`src/rtl/pwm_pkg.sv`:
```
// Shared types and constants for the dead-time PWM stage.
package pwm_pkg;

    typedef enum logic [2:0] {
        OFF,
        LO_ON,
        DT_L2H,
        HI_ON,
        DT_H2L
    } pwm_dt_state_t;

    localparam int DT_MIN = 1;

endpackage

```
`src/rtl/pwm_deadtime_gen_dt_counter.sv`:
```
// Loadable down-counter that times one dead-time interval and flags its last cycle.
module dt_counter #(
    parameter int W = 4
) (
    input  logic         clk,
    input  logic         rst_n,
    input  logic         load,
    input  logic [W-1:0] load_val,
    input  logic         dec,
    output logic         expired
);
    localparam logic [W-1:0] ONE = W'(1);

    logic [W-1:0] dt_cnt;

    always_ff @(posedge clk or negedge rst_n) begin
        if (!rst_n) begin
            dt_cnt <= '0;
        end else if (load) begin
            dt_cnt <= load_val;
        end else if (dec && dt_cnt != '0) begin
            dt_cnt <= dt_cnt - ONE;
        end
    end

    assign expired = (dt_cnt <= ONE);

endmodule

```
`src/rtl/pwm_deadtime_gen.sv`:
```
// Turns a single-ended PWM into complementary high/low gate drives separated by a programmable dead time.
module pwm_deadtime_gen
    import pwm_pkg::*;
#(
    parameter int DT_W = 4
) (
    input  logic            clk,
    input  logic            rst_n,
    input  logic            enable,
    input  logic            pwm_in,
    input  logic [DT_W-1:0] dead_time,
    output logic            pwm_hi,
    output logic            pwm_lo,
    output logic            dt_active,
    output logic            abort_pulse
);
    pwm_dt_state_t   state, next_state;
    logic            pwm_q;
    logic            from_off;
    logic            load, abort, expired;
    logic [DT_W-1:0] load_val;

    assign load_val = (dead_time == '0) ? DT_W'(DT_MIN) : dead_time;

    dt_counter #(.W(DT_W)) u_dt_counter (
        .clk      (clk),
        .rst_n    (rst_n),
        .load     (load),
        .load_val (load_val),
        .dec      (enable && (state == DT_L2H || state == DT_H2L)),
        .expired  (expired)
    );

    always_comb begin
        next_state = state;
        load       = 1'b0;
        abort      = 1'b0;
        if (!enable) begin
            next_state = OFF;
        end else begin
            case (state)
                OFF: begin
                    next_state = pwm_q ? DT_L2H : DT_H2L;
                    load       = 1'b1;
                end
                LO_ON: if (pwm_q) begin
                    next_state = DT_L2H;
                    load       = 1'b1;
                end
                HI_ON: if (!pwm_q) begin
                    next_state = DT_H2L;
                    load       = 1'b1;
                end
                // An interval started from OFF has no side to fall back to, so it always runs out.
                DT_L2H: begin
                    if (!from_off && !pwm_q) begin
                        next_state = LO_ON;
                        abort      = 1'b1;
                    end else if (expired) begin
                        next_state = pwm_q ? HI_ON : LO_ON;
                    end
                end
                DT_H2L: begin
                    if (!from_off && pwm_q) begin
                        next_state = HI_ON;
                        abort      = 1'b1;
                    end else if (expired) begin
                        next_state = pwm_q ? HI_ON : LO_ON;
                    end
                end
                default: next_state = OFF;
            endcase
        end
    end

    // NOTE: outputs are decoded from next_state so they flip on the same edge as the state, with no extra cycle of lag.
    always_ff @(posedge clk or negedge rst_n) begin
        if (!rst_n) begin
            state       <= OFF;
            pwm_q       <= 1'b0;
            from_off    <= 1'b0;
            pwm_hi      <= 1'b0;
            pwm_lo      <= 1'b0;
            dt_active   <= 1'b0;
            abort_pulse <= 1'b0;
        end else begin
            state       <= next_state;
            pwm_q       <= pwm_in;
            if (load) from_off <= (state == OFF);
            pwm_hi      <= (next_state == HI_ON);
            pwm_lo      <= (next_state == LO_ON);
            dt_active   <= (next_state == DT_L2H) || (next_state == DT_H2L);
            abort_pulse <= abort;
        end
    end

endmodule

```
`config.mk`:
```
export PLATFORM = sky130hd
export DESIGN_NAME = pwm_deadtime_gen
export DESIGN_NICKNAME = d
export VERILOG_FILES = /design/src/rtl/pwm_pkg.sv /design/src/rtl/pwm_deadtime_gen_dt_counter.sv /design/src/rtl/pwm_deadtime_gen.sv
export SDC_FILE = /design/constraint.sdc
export NUM_CORES = 1
export LEC_CHECK = 0
export CORE_AREA = 10 10 53 60
export DETAILED_ROUTE_END_ITERATION = 12
export DIE_AREA = 0 0 63 70
export DONT_BUFFER_PORTS = 1
export GPL_ROUTABILITY_DRIVEN = 1
export PLACE_DENSITY = 0.53
export SYNTH_ARGS = -nofsm -noshare
export SYNTH_HDL_FRONTEND = slang
export SYNTH_SLANG_ARGS = --single-unit
```
`constraint.sdc`:
```
create_clock -name clk -period 1.7 [get_ports clk]
set_input_delay 0.17 -clock clk [delete_from_list [all_inputs] [get_ports clk]]
set_output_delay 0.17 -clock clk [all_outputs]
set_load 0.01 [all_outputs]
```
==> impl_metrics.py <==
metrics = {
    "run_status": {
        "status": "complete, no violations",
    },
    "routing": {
        "first_iter_violations": 24,
        "vias": 712,
        "wl_per_cell_um": 15.4,
        "highest_layer": "met4",
        "via_per_inst": 5.35,
        "route.met3.wl_um": 137,
        "drcViolationCount": 0,
        "wl_met2_mm": 1.01,
        "wl_met1_um": 891,
        "ant_nets": 0,
        "wl_mm": 2.05,
        "dr.pass1.iters": 4,
    },
    "global_route": {
        "grtUsageTotal": 0.0915,
        "grt_max_degree": 14,
        "grt-ovfl-total": 0,
        "antenna_found_initial": 0,
        "grt_pass1_vias": 735,
        "grt_pass1_wl_mm": 3.37,
    },
    "final_layout": {
        "stdcell_count": 133,
        "final_cell_mix": "dfrtp_1, buf_4, nor2_1",
        "n_antenna_cell": 0,
        "finalNetCount": 115,
        "synthToLayoutAreaGrowth_pct": 23.3,
        "final_common_cell": "dfrtp_1",
        "layout-drive-gt1-share": 0.223,
    },
    "floorplanning": {
        "ioPinCount": 12,
        "rows": 18,
        "initial_core_util": 0.395,
        "core-area_sq_um": 2090,
        "die_w_um": 63,
        "die_area_sq_um": 4410,
        "dieHeight_um": 70,
    },
    "cts": {
        "cts_tree": "built",
        "clock_path_buffers": 2,
        "numCtsBuffers": 3,
        "ctsRootBufferMaster": "clkbuf_4",
        "clk_latency_ns": 0.28,
        "cts.clk_slew.worst_paths_ns": 0.09,
        "cts.sinks": 13,
        "htree_levels": 1,
    },
    "sta": {
        "drv_slew": 0,
        "clock-skew-final_ns": 0.00876,
        "slew_headroom": 0.585,
        "worst_pin_slew_ns": 0.620,
        "min_period_ns": 1.67,
        "setup-violations-final": 0,
        "finalWorstSetupSlack_ns": 0.0301,
        "fin_crit_sh": 0.982,
        "hold_viol_final": 0,
        "rsz0062_at_grt": "yes",
        "fmax_mhz": 599,
    },
    "synthesis": {
        "yosysTopAreaCell": "dfrtp_1",
        "synth_top_area_share": 0.393,
        "yosys.cell_types.count": 35,
        "synthCells": 91,
        "yosys_warnings": 0,
        "yosysSeqAreaShare": 0.393,
        "synth-seq-cells": 13,
        "synthesis.area_per_instance_sq_um": 9.10,
        "synthesis.area_sq_um": 828,
        "synth_area_leaders": "dfrtp_1, nor2_1, a221o_1, ha_1, o21ai_0",
        "synth_fp_nets": 102,
    },
    "setup_path": {
        "cp-start-kind": "flop",
        "crit_required_ns": 1.87,
        "critPathMaxFanout": 4,
        "arrival_ns": 1.84,
        "end_kind": "flop",
        "crit_type": "reg -> reg",
    },
    "power_and_ir_drop": {
        "p_per_area_nw_per_um2": 1470,
        "leakagePower_nw": 0.412,
        "ir_drop_uv": 1050,
    },
    "placement": {
        "numPortBuffers": 0,
        "hpwl_mm": 1.49,
        "dp_cells": 124,
        "dp_slack_ns": 0.0582,
        "gp_congestion": 0.821,
    },
    "hold_path": {
        "hold_path.class": "in -> reg",
    },
    "run": {
        "max-cap-violations": 0,
    },
}
-- stage by stage --
stage | setup TNS [ns] | total power [mW] | util | hold WS, ns | area [sq um]
5_1_grt | -0.0759 | 1.62 | 0.487 | 0.0120 | 1020
3_3_place_gp | 0 | 1.09 | 0.426 | -0.125 | 892
3_5_place_dp | 0 | 1.09 | 0.426 | -0.125 | 892
4_1_cts | 0 | 1.30 | 0.448 | 0.00963 | 938
6_report | 0 | 1.50 | 0.487 | 0.0212 | 1020
2_1_floorplan | 0 | 0.949 | - | -0.126 | 828
-- synthesized netlist by cell type (all sizes together) --
library cell,number
dfrtp,13
and4,1
o21ai,6
ha,3
inv,3
xor2,1
nand3b,1
o221ai,2
and2,1
a221o,4
or3,2
nor3,4
o32ai,1
nand2b,4
buf,5
a32oi,1
a21oi,4
a211o,1
o31a,1
o311a,1
nand3,2
a21boi,3
a21o,1
nor2b,1
nor2,11
o311ai,1
nor3b,4
nor4,1
a22oi,1
xnor2,2
nand2,5
-- cell families (layout without fill, tap and decap cells) --
family / after synthesis / after routing / share of synthesized area
AND/OR/NAND/NOR: 37 / 37 / 0.236
buffers and inverters: 8 / 20 / 0.0544
AO/OA/AOI/OAI: 27 / 27 / 0.240
XOR/XNOR: 3 / 3 / 0.0317
flip-flops: 13 / 13 / 0.393
adder cells (fa/ha/maj): 3 / 3 / 0.0453
-- area by class of cell --
type,instances,area (sq um)
tap,30,37.5
inverter,3,13.8
fill,222,1070
timing repair buffer,13,103
multi-input combinational,70,514
clock buffer,4,26.3
sequential,13,327
-- state kept, by name, summed over array words and instances, names as in the netlist --
name,count
u_dt_counter.dt_cnt,4
pwm_lo,1
from_off,1
abort_pulse,1
dt_active,1
state,3
pwm_q,1
pwm_hi,1
-- final timing paths --
kind / from / to / slack, ns / cells past startpoint
worst max-delay path: u_dt_counter.dt_cnt[1] / dt_active / 0.03 / 6
worst min register to register: from_off / abort_pulse / 0.58 / 2
max in group asynchronous: rst_n / u_dt_counter.dt_cnt[0] / 0.93 / 1
worst max register to register: u_dt_counter.dt_cnt[1] / dt_active / 0.03 / 6
min in group asynchronous: rst_n / abort_pulse / 0.34 / 1
worst min-delay path: enable / state[1] / 0.02 / 1
-- where the power goes --
group | switching, mW | internal [mW] | total, mW | leakage, nW
registers | 0.137 | 0.395 | 0.532 | 0.162
logic | 0.378 | 0.390 | 0.769 | 0.235
clock network | 0.109 | 0.0909 | 0.200 | 0.0150
-- metal layers --
layer / up-vias / GRT usage
li1: 360 / -
met1: 334 / 0.107
met2: 16 / 0.150
met3: 2 / 0.0271
met4: 0 / 0.0398
met5: - / 0
-- repair_timing --
| item | CTS | global route |
|---|---|---|
| endpoints found under the hold margin | 14 | 0 |
| gates resized for setup | 0 | 15 |
| endpoints found under the setup margin | 0 | 5 |
| buffers inserted | 0 | 3 |
| hold buffers | 2 | 0 |
-- worst max-delay path, cell delays in order (launching register included) --
cell and delay [ns]:
dfrtp_1 0.42, inv_2 0.14, ha_4 0.18, nor2_4 0.04, o31a_1 0.31, o311a_1 0.33, and4_1 0.15
(Power assumes the default switching activity.)
